$ cat src/rtl/alu_seq_if.sv
// Handshake bundle for alu_seq: operand/opcode request side and registered result side.
interface alu_seq_if #(
  parameter int WIDTH = 8
);
  logic             in_valid;
  logic             in_ready;
  logic [WIDTH-1:0] x;
  logic [WIDTH-1:0] y;
  logic [3:0]       operation;
  logic             out_valid;
  logic             out_ready;
  logic [WIDTH-1:0] out;
  logic             carry;
  logic             zero;

  modport master (
    output in_valid, x, y, operation, out_ready,
    input  in_ready, out_valid, out, carry, zero
  );

  modport slave (
    input  in_valid, x, y, operation, out_ready,
    output in_ready, out_valid, out, carry, zero
  );
endinterface

$ cat src/rtl/alu_seq.sv
// Handshaked WIDTH-bit ALU with registered result/flags, iterative N-bit shifts.
// Optional iterative shift-add multiplier on opcode C when ALU_MUL_EN is defined.
module alu_seq #(
  parameter int WIDTH = 8
) (
  input  logic      clk,
  input  logic      rst,
  alu_seq_if.slave  bus
);
  localparam int SH_W = $clog2(WIDTH) + 1;
  localparam logic [SH_W-1:0] NMAX = SH_W'(WIDTH);

  typedef enum logic [1:0] {IDLE, BUSY, DONE} state_e;

  typedef enum logic [3:0] {
    OP_ASSIGN = 4'h0, OP_OR   = 4'h1, OP_AND  = 4'h2, OP_XOR  = 4'h3,
    OP_ADD    = 4'h4, OP_SUB  = 4'h5, OP_SHR1 = 4'h6, OP_RSUB = 4'h7,
    OP_ADC    = 4'h8, OP_SBC  = 4'h9, OP_SHLN = 4'hA, OP_SHRN = 4'hB,
    OP_MUL    = 4'hC, OP_RSVD = 4'hD, OP_RSVE = 4'hE, OP_SHL1 = 4'hF
  } op_e;

  state_e           state;
  logic [WIDTH-1:0] out_r;
  logic             carry_r;
  logic             zero_r;
  logic [WIDTH-1:0] sh;
  logic [SH_W-1:0]  cnt;
  logic             left;

  op_e              op;
  logic [SH_W-1:0]  n_raw;
  logic [SH_W-1:0]  n;
  logic [WIDTH-1:0] res;
  logic             res_c;
  logic [WIDTH:0]   diff;
  logic [WIDTH-1:0] sh_nxt;
  logic             sh_bit;
  logic [WIDTH-1:0] step_val;
  logic             step_c;

`ifdef ALU_MUL_EN
  logic               mul;
  logic [2*WIDTH-1:0] acc;
  logic [2*WIDTH-1:0] mcand;
  logic [2*WIDTH-1:0] acc_nxt;
`endif

  assign bus.in_ready  = (state == IDLE) || ((state == DONE) && bus.out_ready);
  assign bus.out_valid = (state == DONE);
  assign bus.out       = out_r;
  assign bus.carry     = carry_r;
  assign bus.zero      = zero_r;

  assign op    = op_e'(bus.operation);
  assign n_raw = bus.y[SH_W-1:0];
  assign n     = (n_raw > NMAX) ? NMAX : n_raw;

  // Single-cycle result path, evaluated on the accepting edge.
  always_comb begin
    res   = '0;
    res_c = 1'b0;
    diff  = '0;
    case (op)
      OP_ASSIGN: res = bus.y;
      OP_OR:     res = bus.x | bus.y;
      OP_AND:    res = bus.x & bus.y;
      OP_XOR:    res = bus.x ^ bus.y;
      OP_ADD:    {res_c, res} = {1'b0, bus.x} + {1'b0, bus.y};
      OP_ADC:    {res_c, res} = {1'b0, bus.x} + {1'b0, bus.y} + {{WIDTH{1'b0}}, carry_r};
      OP_SUB: begin
        diff  = {1'b0, bus.x} - {1'b0, bus.y};
        res   = diff[WIDTH-1:0];
        res_c = ~diff[WIDTH];
      end
      OP_RSUB: begin
        diff  = {1'b0, bus.y} - {1'b0, bus.x};
        res   = diff[WIDTH-1:0];
        res_c = ~diff[WIDTH];
      end
      OP_SBC: begin
        diff  = {1'b0, bus.x} - {1'b0, bus.y} - {{WIDTH{1'b0}}, ~carry_r};
        res   = diff[WIDTH-1:0];
        res_c = ~diff[WIDTH];
      end
      OP_SHR1: begin
        res   = {1'b0, bus.x[WIDTH-1:1]};
        res_c = bus.x[0];
      end
      OP_SHL1: begin
        res   = {bus.x[WIDTH-2:0], 1'b0};
        res_c = bus.x[WIDTH-1];
      end
      OP_SHLN, OP_SHRN: res = bus.x;
      default: ;
    endcase
  end

  // One iteration of the BUSY state; the multiplier reuses sh as its right-shifting multiplier.
  always_comb begin
    sh_nxt = left ? {sh[WIDTH-2:0], 1'b0} : {1'b0, sh[WIDTH-1:1]};
    sh_bit = left ? sh[WIDTH-1] : sh[0];
`ifdef ALU_MUL_EN
    acc_nxt = sh[0] ? (acc + mcand) : acc;
    if (mul) begin
      step_val = acc_nxt[WIDTH-1:0];
      step_c   = |acc_nxt[2*WIDTH-1:WIDTH];
    end else
`endif
    begin
      step_val = sh_nxt;
      step_c   = sh_bit;
    end
  end

  always_ff @(posedge clk or posedge rst) begin
    if (rst) begin
      state   <= IDLE;
      out_r   <= '0;
      carry_r <= 1'b0;
      zero_r  <= 1'b0;
      sh      <= '0;
      cnt     <= '0;
      left    <= 1'b0;
`ifdef ALU_MUL_EN
      mul     <= 1'b0;
      acc     <= '0;
      mcand   <= '0;
`endif
    end else begin
      case (state)
        IDLE, DONE: begin
          if (bus.in_valid && bus.in_ready) begin
            sh   <= bus.x;
            left <= (op == OP_SHLN);
`ifdef ALU_MUL_EN
            mul  <= 1'b0;
`endif
            if ((op == OP_SHLN || op == OP_SHRN) && n != '0) begin
              cnt   <= n;
              state <= BUSY;
            end
`ifdef ALU_MUL_EN
            else if (op == OP_MUL) begin
              sh    <= bus.y;
              mcand <= {{WIDTH{1'b0}}, bus.x};
              acc   <= '0;
              mul   <= 1'b1;
              left  <= 1'b0;
              cnt   <= NMAX;
              state <= BUSY;
            end
`endif
            else begin
              out_r   <= res;
              carry_r <= res_c;
              zero_r  <= (res == '0);
              state   <= DONE;
            end
          end else if (state == DONE && bus.out_ready) begin
            state <= IDLE;
          end
        end
        BUSY: begin
          sh  <= sh_nxt;
          cnt <= cnt - 1'b1;
`ifdef ALU_MUL_EN
          acc   <= acc_nxt;
          mcand <= mcand << 1;
`endif
          if (cnt == SH_W'(1)) begin
            out_r   <= step_val;
            carry_r <= step_c;
            zero_r  <= (step_val == '0);
            state   <= DONE;
          end
        end
        default: state <= IDLE;
      endcase
    end
  end
endmodule

$ cat src/flat_wrapper.sv
// flat-port wrapper written by rule: the top's interface ports become plain ports
module alu_seq_flat 
#(
  parameter int WIDTH = 8
)
  (clk, rst, bus_in_valid, bus_x, bus_y, bus_operation, bus_out_ready, bus_in_ready, bus_out_valid, bus_out, bus_carry, bus_zero);
  alu_seq_if #(.WIDTH(WIDTH)) bus_i ();
  input  logic clk;
  input  logic rst;
  input wire logic [$bits(bus_i.in_valid)-1:0] bus_in_valid;
  input wire logic [$bits(bus_i.x)-1:0] bus_x;
  input wire logic [$bits(bus_i.y)-1:0] bus_y;
  input wire logic [$bits(bus_i.operation)-1:0] bus_operation;
  input wire logic [$bits(bus_i.out_ready)-1:0] bus_out_ready;
  output wire logic [$bits(bus_i.in_ready)-1:0] bus_in_ready;
  output wire logic [$bits(bus_i.out_valid)-1:0] bus_out_valid;
  output wire logic [$bits(bus_i.out)-1:0] bus_out;
  output wire logic [$bits(bus_i.carry)-1:0] bus_carry;
  output wire logic [$bits(bus_i.zero)-1:0] bus_zero;
  assign bus_i.in_valid = bus_in_valid;
  assign bus_i.x = bus_x;
  assign bus_i.y = bus_y;
  assign bus_i.operation = bus_operation;
  assign bus_i.out_ready = bus_out_ready;
  assign bus_in_ready = bus_i.in_ready;
  assign bus_out_valid = bus_i.out_valid;
  assign bus_out = bus_i.out;
  assign bus_carry = bus_i.carry;
  assign bus_zero = bus_i.zero;
  alu_seq #(.WIDTH(WIDTH)) u_core (.clk(clk), .rst(rst), .bus(bus_i));
endmodule
$ cat config.mk
export PLATFORM = sky130hd
export DESIGN_NAME = alu_seq_flat
export DESIGN_NICKNAME = d
export VERILOG_FILES = /design/src/rtl/alu_seq_if.sv /design/src/rtl/alu_seq.sv /design/src/flat_wrapper.sv
export SDC_FILE = /design/constraint.sdc
export NUM_CORES = 1
export LEC_CHECK = 0
export CORE_MARGIN = 2
export CORE_UTILIZATION = 60
export CTS_CLUSTER_DIAMETER = 200
export DETAILED_ROUTE_END_ITERATION = 6
export MAX_ROUTING_LAYER = met4
export PLACE_DENSITY_LB_ADDON = 0.1
export SLEW_MARGIN = 20
export SYNTH_ARGS = -nofsm -noshare
export SYNTH_HDL_FRONTEND = slang
export SYNTH_SLANG_ARGS = --single-unit
$ cat constraint.sdc
create_clock -name clk -period 4.75 [get_ports clk]
set_input_delay 1.1875 -clock clk [delete_from_list [all_inputs] [get_ports clk]]
set_output_delay 1.1875 -clock clk [all_outputs]
set_load 0.02 [all_outputs]
==> flow_summary.yaml, run 1 <==
status:
  status: "finished clean"
logic_synthesis:
  yosysSeqAreaShare: 0.165
  synth_edf_count: 0
  synth.area.top_cells: "dfrtp_1, ha_1, a21oi_1, nand2_1, inv_1"
  synth_area_um2: 3790
  yosysUniqueCellTypes: 70
  yosysMostFrequentCell: "nand2_1"
  syn_area_per_cell_um2: 7.65
  yosysTopAreaCellShare: 0.165
  synthFlopType: "dfrtp_1"
  yosys-top-cells-count: "nand2_1, inv_1, ha_1"
  synth_seq_cells: 25
  syn_nets: 562
  yosys.area.top_type: "dfrtp_1"
  async_flop_share: 1.00
  ys.warnings.count: 0
  netlist_instances: 496
sta:
  hold_viol: 0
  finalClockSkew_ns: 0.00454
  min_period_over_period: 0.928
  final-setup-viol-count: 0
  max_freq_ghz: 0.227
  worst_slack_ns: 0.343
  min_period_ns: 4.41
  worst_slew_pin_slew_ns: 0.937
  tns_ns: 0
  rsz0062_at_grt: "false"
  slew_headroom: 0.375
  drv_slew: 0
setup_path:
  slowest_delay_ns: 0.50
  path_buf_inv: 3
  crit_path_start_kind: "input port"
  cp_max_fo: 4
  cp_top_family: "compound AO/OA/AOI/OAI gates"
  cp_data_arrival_time_ns: 4.54
  crit_type: "in -> reg"
  path_cells: "clkdlybuf4s50_1 > inv_1 > ha_1 > inv_1 > fa_1 > and2b_1 > o21ai_0 > a21oi_1 > a21oi_1 > o22ai_1 > a211o_1 > a2111oi_1 > o22ai_1"
  slowest_stage: "clkdlybuf4s50_1"
  crit_path_end_kind: "flip-flop"
  cp.required_ns: 4.89
clock_network:
  clkSinkCount: 25
  htreeDepth: 1
  cts_tree: "yes"
  cts_resized: 0
  cts_setup_buffers: 0
  root_buffer: "clkbuf_8"
  cts_made_buffers: 3
  ctsHoldBuffers: 0
  path_clk_slew_ns: 0.09
  clock_latency_ns: 0.28
  cts_buffer_depth: 2
global_route:
  grt_pass1_vias: 3800
  grt_pass1_wl_um: 20400
  grtUsageTotal: 0.377
  overflow: 0
  grt_max_degree: 26
  antenna_found_initial: 0
floorplan:
  row_count: 28
  core_um2: 6030
  die_x_um: 83.5
  io_pins: 36
  start_util: 0.629
  die-height_um: 83.5
  dieArea_um2: 6970
detailed_routing:
  drt_iter0_markers: 480
  vias_per_cell: 6.77
  final_antenna_net_count: 0
  wl_per_cell_um: 20.9
  dr_total_vias: 4169
  drt-pass1-iter-count: 6
  drc: 0
  routed_wl_um: 12900
power_and_ir_drop:
  ir_worst_vdd_mv: 0.309
  powerDensity_nw_per_um2: 251
  p_leak_nw: 1.92
finish:
  syn_to_final_growth_pct: 16.5
  drive_above_1_share: 0.0980
  antenna_cells: 0
  nFillCells: 500
  fin_nets: 608
run:
  cap_violations: 0
place:
  dp_hpwl_um: 10100
  portBuffers: 35
  gp_congestion: 1.09
  pre_cts_slack_ns: 0.197
hold_path:
  hp-class: "reg -> reg"
[layout make-up]
| class | instances | area [um2] | share of cell area |
|---|---|---|---|
| timing repair buffer | 67 | 603 | 0.136 |
| sequential | 25 | 626 | 0.142 |
| inverter | 40 | 150 | 0.0340 |
| multi-input combinational | 405 | 2900 | 0.657 |
| clock buffer | 4 | 45.0 | 0.0102 |
| tap | 75 | 93.8 | 0.0212 |
[power by group]
group,internal (mW),total [mW],switching [mW]
Clock,0.0602,0.128,0.0681
Sequential,0.282,0.342,0.0602
Combinational,0.284,0.639,0.355
Total,0.626,1.11,0.483
[layer usage]
layer	global-route usage	vias to the layer above	part of all wire
li1	-	1924	-
met1	0.526	1939	0.42
met2	0.553	265	0.44
met3	0.0712	41	0.11
met4	0.123	0	0.032
met5	-	-	0
[placed cells by master (no fill, tap or decap), types with 9 or more instances in the layout]
cell type / instances
inv_1: 40
nor3_1: 15
a21oi_1: 36
nand2_1: 43
xnor2_1: 12
clkdlybuf4s50_1: 35
o21ai_0: 22
a31oi_1: 13
ha_1: 39
buf_4: 31
dfrtp_1: 25
nor2_1: 33
nand3_1: 15
a211oi_1: 11
mux2i_1: 9
[state kept, by name, summed over array words and instances (netlist names)]
register          flops
u_core.bus.carry      1
u_core.bus.out        8
u_core.bus.zero       1
u_core.cnt            4
u_core.left           1
u_core.sh             8
u_core.state          2
[cell families after synthesis]
| logic type | share of synthesized area |
|---|---|
| compound gates | 0.284 |
| xor+xnor | 0.0439 |
| fa+ha+maj | 0.145 |
| buf+inv | 0.0699 |
| flops | 0.165 |
| mux | 0.0653 |
| simple gates | 0.227 |
[stage by stage]
| step | hold slack, ns | instance area [um2] | std cells | util | total power, mW |
|---|---|---|---|---|---|
| floorplan | 0.458 | 3790 | 496 | - | 0.733 |
| global placement | 0.475 | 4370 | 612 | 0.726 | 0.950 |
| detailed placement | 0.496 | 4370 | 612 | 0.726 | 0.969 |
| CTS | 0.516 | 4420 | 616 | 0.733 | 1.10 |
| global route | 0.532 | 4420 | 616 | 0.733 | 1.18 |
| finish | 0.513 | 4420 | 616 | 0.733 | 1.11 |
[worst paths after layout]
kind,end,cells after the start,slack [ns],start
min,u_core.bus.out[3],1,0.51,u_core.bus.out[3]
max reg2reg,u_core.bus.out[4],10,2.06,u_core.bus.carry
min in group asynchronous,u_core.cnt[3],2,1.44,rst
max,u_core.bus.out[6],13,0.34,bus_y[0]
min reg2reg,u_core.bus.out[3],1,0.51,u_core.bus.out[3]
max in group asynchronous,u_core.bus.carry,2,2.74,rst
No activity file was read; power rests on OpenSTA's default activity.
==> run 2: changes to the inputs <==
--- a/config.mk
+++ b/config.mk
@@ -5,8 +5,7 @@
 export SDC_FILE = /design/constraint.sdc
 export NUM_CORES = 1
 export LEC_CHECK = 0
-export CORE_MARGIN = 2
-export CORE_UTILIZATION = 60
+export CORE_UTILIZATION = 59
 export CTS_CLUSTER_DIAMETER = 200
 export DETAILED_ROUTE_END_ITERATION = 6
 export MAX_ROUTING_LAYER = met4
==> constraint.sdc (replaced) <==
create_clock -name clk -period 4.8 [get_ports clk]
set_input_delay 1.2 -clock clk [delete_from_list [all_inputs] [get_ports clk]]
set_output_delay 1.2 -clock clk [all_outputs]
set_load 0.02 [all_outputs]
==> flow_summary.yaml, run 2 (synthesized netlist as in run 1, its figures left out) <==
floorplan:
  core_um2: 6060
  row_count: 28
  dieArea_um2: 6750
  die_x_um: 82.2
  die-height_um: 82.2
  io_pins: 36
  start_util: 0.626
detailed_routing:
  drt-pass1-iter-count: 5
  vias_per_cell: 6.69
  drc: 0
  final_antenna_net_count: 0
  routed_wl_um: 12300
  drt_iter0_markers: 549
  wl_per_cell_um: 20.2
  dr_total_vias: 4090
finish:
  fin_nets: 603
  antenna_cells: 0
  layout_common_cells: "nand2_1, inv_1, ha_1"
  syn_to_final_growth_pct: 15.3
  stdcell_count: 611
  final_common_cell: "nand2_1"
  final_cell_area_um2: 4370
  drive_above_1_share: 0.0914
global_route:
  busiest_layer: "met2"
  grtUsageTotal: 0.400
  overflow: 0
  antenna_found_initial: 0
  grt.met1_usage: 0.547
  grt_pass1_vias: 3672
  grt_pass1_wl_um: 19400
  grt_max_degree: 26
  grt_util_met2: 0.597
  use_met3: 0.0791
clock_network:
  cts_tree: "yes"
  cts_setup_buffers: 0
  ctsHoldBuffers: 0
  path_clk_slew_ns: 0.10
  root_buffer: "clkbuf_8"
  cts_buffer_depth: 2
  clkSinkCount: 25
  cts_resized: 0
  htreeDepth: 1
  clock_latency_ns: 0.28
  cts_made_buffers: 3
sta:
  final-setup-viol-count: 0
  finalClockSkew_ns: 0.0132
  drv_slew: 0
  rsz0062_at_grt: "false"
  max_freq_ghz: 0.219
  slew_headroom: 0.377
  tns_ns: 0
  worst_slack_ns: 0.239
  min_period_over_period: 0.950
  min_period_ns: 4.56
  hold_viol: 0
  worst_slew_pin_slew_ns: 0.933
setup_path:
  cp.depth: 12
  slowest_stage: "clkdlybuf4s50_1"
  crit_path_start_kind: "input port"
  cp_top_family: "simple AND/OR/NAND/NOR gates"
  crit_type: "in -> reg"
  reg2reg_slack_ns: 2.16
  crit_path_end_kind: "flip-flop"
  r2r-start: "u_core.bus.carry"
  r2r_cells: 9
  path_buf_inv: 2
  r2r-end: "u_core.bus.out[6]"
  path_cells: "clkdlybuf4s50_1 > ha_1 > fa_1 > buf_4 > xor2_1 > and3_1 > nor3b_1 > nand2_1 > xnor2_1 > a211oi_1 > a21oi_1 > mux2_2"
  cp_data_arrival_time_ns: 4.74
  cp.required_ns: 4.98
  cp_max_fo: 7
  slowest_delay_ns: 0.58
power_and_ir_drop:
  p_leak_nw: 1.89
  powerDensity_nw_per_um2: 250
  p_total_mw: 1.09
  ir_worst_vdd_mv: 0.316
hold_path:
  hp-start: "u_core.bus.out[0]"
  hold_depth: 1
  min_to: "u_core.bus.out[0]"
  hp-class: "reg -> reg"
place:
  dp_cells: 607
  portBuffers: 35
  place_area_um2: 4320
  pre_cts_slack_ns: 0.0666
  dp_hpwl_um: 9620
  gp_congestion: 1.05
status:
  status: "finished clean"
run:
  cap_violations: 0
==> run 2: cell count changes in the layout (fill, tap and decap cells not counted) <==
cell and change:
clkinvlp_4 +1, buf_12 -1, buf_4 -4, clkbuf_1 -1
==> run 2: worst reg2reg max path: stages (launching register included) <==
cell and delay [ns]:
dfrtp_1 0.41, inv_1 0.08, ha_1 0.27, ha_1 0.24, and3_1 0.18, mux2i_1 0.32
nor4_1 0.13, a211o_1 0.32, a2111oi_1 0.39, o22ai_1 0.15
==> run 2: where the power goes <==
part           total [mW]  internal [mW]  switching, mW
clock               0.131         0.0590         0.0716
sequential          0.338          0.279         0.0597
combinational       0.625          0.275          0.350
==> run 2: per-stage QoR <==
step,utilization,hold WS (ns)
global placement,0.713,0.476
detailed placement,0.713,0.482
global route,0.722,0.530
CTS,0.722,0.505
floorplan,-,0.458
finish,0.722,0.501
==> run 2: metal layers <==
| layer | share of wire | vias to the layer above |
|---|---|---|
| met1 | 0.42 | 1870 |
| met3 | 0.11 | 49 |
| met2 | 0.42 | 264 |
| met4 | 0.036 | 0 |
| met5 | 0 | - |
| li1 | - | 1907 |
==> run 2: worst max path at each step <==
stage | startpoint | to
global placement | bus_y[2] | u_core.bus.zero
CTS | bus_y[2] | u_core.bus.out[6]
finish | bus_x[0] | u_core.bus.out[5]
global route | bus_y[2] | u_core.bus.out[6]
detailed placement | bus_y[2] | u_core.bus.out[6]
floorplan | bus_x[0] | u_core.bus.out[6]
==> run 2: layout make-up <==
class                      count  area, um2
clock buffer                   3       41.3
clock inverter                 1       7.51
fill                         499       1690
inverter                      40        150
multi-input combinational    405       2900
sequential                    25        626
tap                           75       93.8
timing repair buffer          62        553
==> run 3: changes to the inputs <==
--- a/config.mk
+++ b/config.mk
@@ -5,7 +5,8 @@
 export SDC_FILE = /design/constraint.sdc
 export NUM_CORES = 1
 export LEC_CHECK = 0
-export CORE_UTILIZATION = 59
+export CORE_ASPECT_RATIO = 0.9
+export CORE_UTILIZATION = 54
 export CTS_CLUSTER_DIAMETER = 200
 export DETAILED_ROUTE_END_ITERATION = 6
 export MAX_ROUTING_LAYER = met4
==> constraint.sdc (replaced) <==
create_clock -name clk -period 3.7 [get_ports clk]
set_input_delay 0.925 -clock clk [delete_from_list [all_inputs] [get_ports clk]]
set_output_delay 0.925 -clock clk [all_outputs]
set_load 0.02 [all_outputs]
==> flow_summary.yaml, run 3 (synthesized netlist as in run 1, its figures left out) <==
finish:
  stdcell_count: 718
  final_cell_area_um2: 5330
  drive_above_1_share: 0.291
  nFillCells: 486
  layout_common_cells: "buf_4, nand2_1, inv_1"
  antenna_cells: 0
  final_common_cell: "buf_4"
  fin_nets: 695
  syn_to_final_growth_pct: 40.6
  postLayoutCoreUtil: 0.797
run:
  cap_violations: 0
clock_network:
  clock_latency_ns: 0.29
  cts_tree: "yes"
  clkSinkCount: 25
  path_clk_slew_ns: 0.09
  cts_buffer_depth: 2
  root_buffer: "clkbuf_8"
  htreeDepth: 1
  cts_made_buffers: 3
detailed_routing:
  drt-pass1-iter-count: 5
  drc: 0
  drt_iter0_markers: 457
  vias_per_cell: 6.57
  routed_wl_um: 14700
  wl_per_cell_um: 20.5
  final_antenna_net_count: 0
  dr_total_vias: 4715
setup_path:
  cp_max_fo: 5
  crit_path_end_kind: "flip-flop"
  r2r-end: "u_core.bus.out[7]"
  crit_path_start_kind: "input port"
  r2r-start: "u_core.bus.carry"
  reg2reg_slack_ns: 1.26
  slowest_delay_ns: 0.46
  slowest_stage: "a2111oi_0"
  r2r_cells: 10
  path_buf_inv: 4
  cp-startpoint: "bus_y[2]"
  crit_type: "in -> reg"
  cp.depth: 12
  worstSetupEndpoint: "u_core.bus.out[6]"
  path_cells: "clkdlybuf4s50_1 > inv_1 > buf_4 > ha_2 > nor2b_1 > buf_4 > a2111oi_0 > a211o_1 > nor4_2 > a211o_1 > a2111oi_2 > o22ai_1"
  cp_data_arrival_time_ns: 3.78
  cp.required_ns: 3.84
  cp_top_family: "compound AO/OA/AOI/OAI gates"
floorplan:
  dieArea_um2: 7360
  core_um2: 6690
  start_util: 0.567
  die-height_um: 81.5
  die_x_um: 90.3
  row_count: 28
  io_pins: 36
place:
  pre_cts_slack_ns: -0.592
  gp_congestion: 1.03
  place_area_um2: 5020
  portBuffers: 35
  dp_cells: 710
  dp_hpwl_um: 11400
global_route:
  grtUsageTotal: 0.409
  grt_pass1_wl_um: 22500
  grt_max_degree: 26
  grt_pass1_vias: 4423
  antenna_found_initial: 0
  overflow: 0
sta:
  max_freq_ghz: 0.274
  worst_slack_ns: 0.0539
  finalClockSkew_ns: 0.0135
  drv_slew: 0
  worst_slew_pin_slew_ns: 0.976
  hold_viol: 0
  final-setup-viol-count: 0
  hold-worst-slack_ns: 0.501
  min_period_ns: 3.65
  tns_ns: 0
  slew_headroom: 0.349
  min_period_over_period: 0.985
power_and_ir_drop:
  ir_worst_vdd_mv: 0.282
  p_leak_nw: 2.39
  powerDensity_nw_per_um2: 304
  p_total_mw: 1.62
status:
  status: "finished clean"
hold_path:
  hp-class: "reg -> reg"
run 3: metal layers:
layer  GRT usage  share of wire
met5           -              0
met4       0.171          0.045
met3      0.0685           0.11
met2       0.639           0.43
met1       0.531           0.41
run 3: worst min path at each step:
stage | from | end | slack, ns | depth (start not counted)
after floorplan | u_core.cnt[3] | u_core.cnt[3] | 0.46 | 1
after global placement | u_core.bus.out[0] | u_core.bus.out[0] | 0.48 | 1
after detailed placement | u_core.cnt[3] | u_core.cnt[3] | 0.49 | 1
after CTS | u_core.cnt[3] | u_core.cnt[3] | 0.51 | 1
after global routing | u_core.cnt[3] | u_core.cnt[3] | 0.52 | 1
final | u_core.cnt[3] | u_core.cnt[3] | 0.50 | 1
run 3: timing repair:
action                                  4_1_cts  5_1_grt
setup buffers                                 0        4
gates resized for setup                      19       38
pin swaps                                     0       14
hold buffers                                  0        0
endpoints found under the setup margin        8        9
run 3: report_power, final:
part           internal, mW  total [mW]  switching (mW)
sequential            0.362       0.439          0.0775
combinational         0.485        1.01           0.522
clock                0.0768       0.177          0.0999
run 3: layout make-up:
class | instances | area [um2] | area share
Clock buffer | 3 | 41.3 | 0.00774
Sequential cell | 25 | 626 | 0.117
Inverter | 40 | 150 | 0.0282
Multi-Input combinational cell | 405 | 3130 | 0.588
Clock inverter | 1 | 7.51 | 0.00141
Timing Repair Buffer | 154 | 1260 | 0.237
Tap cell | 90 | 113 | 0.0211
run 3: worst register-to-register path, delay by kind of cell (launching register included):
| family | cells | cell delay [ns] |
|---|---|---|
| fa+ha+maj | 1 | 0.23 |
| compound gates | 5 | 1.01 |
| xor+xnor | 1 | 0.16 |
| simple gates | 2 | 0.36 |
| buf+inv | 1 | 0.10 |
| flops | 1 | 0.43 |
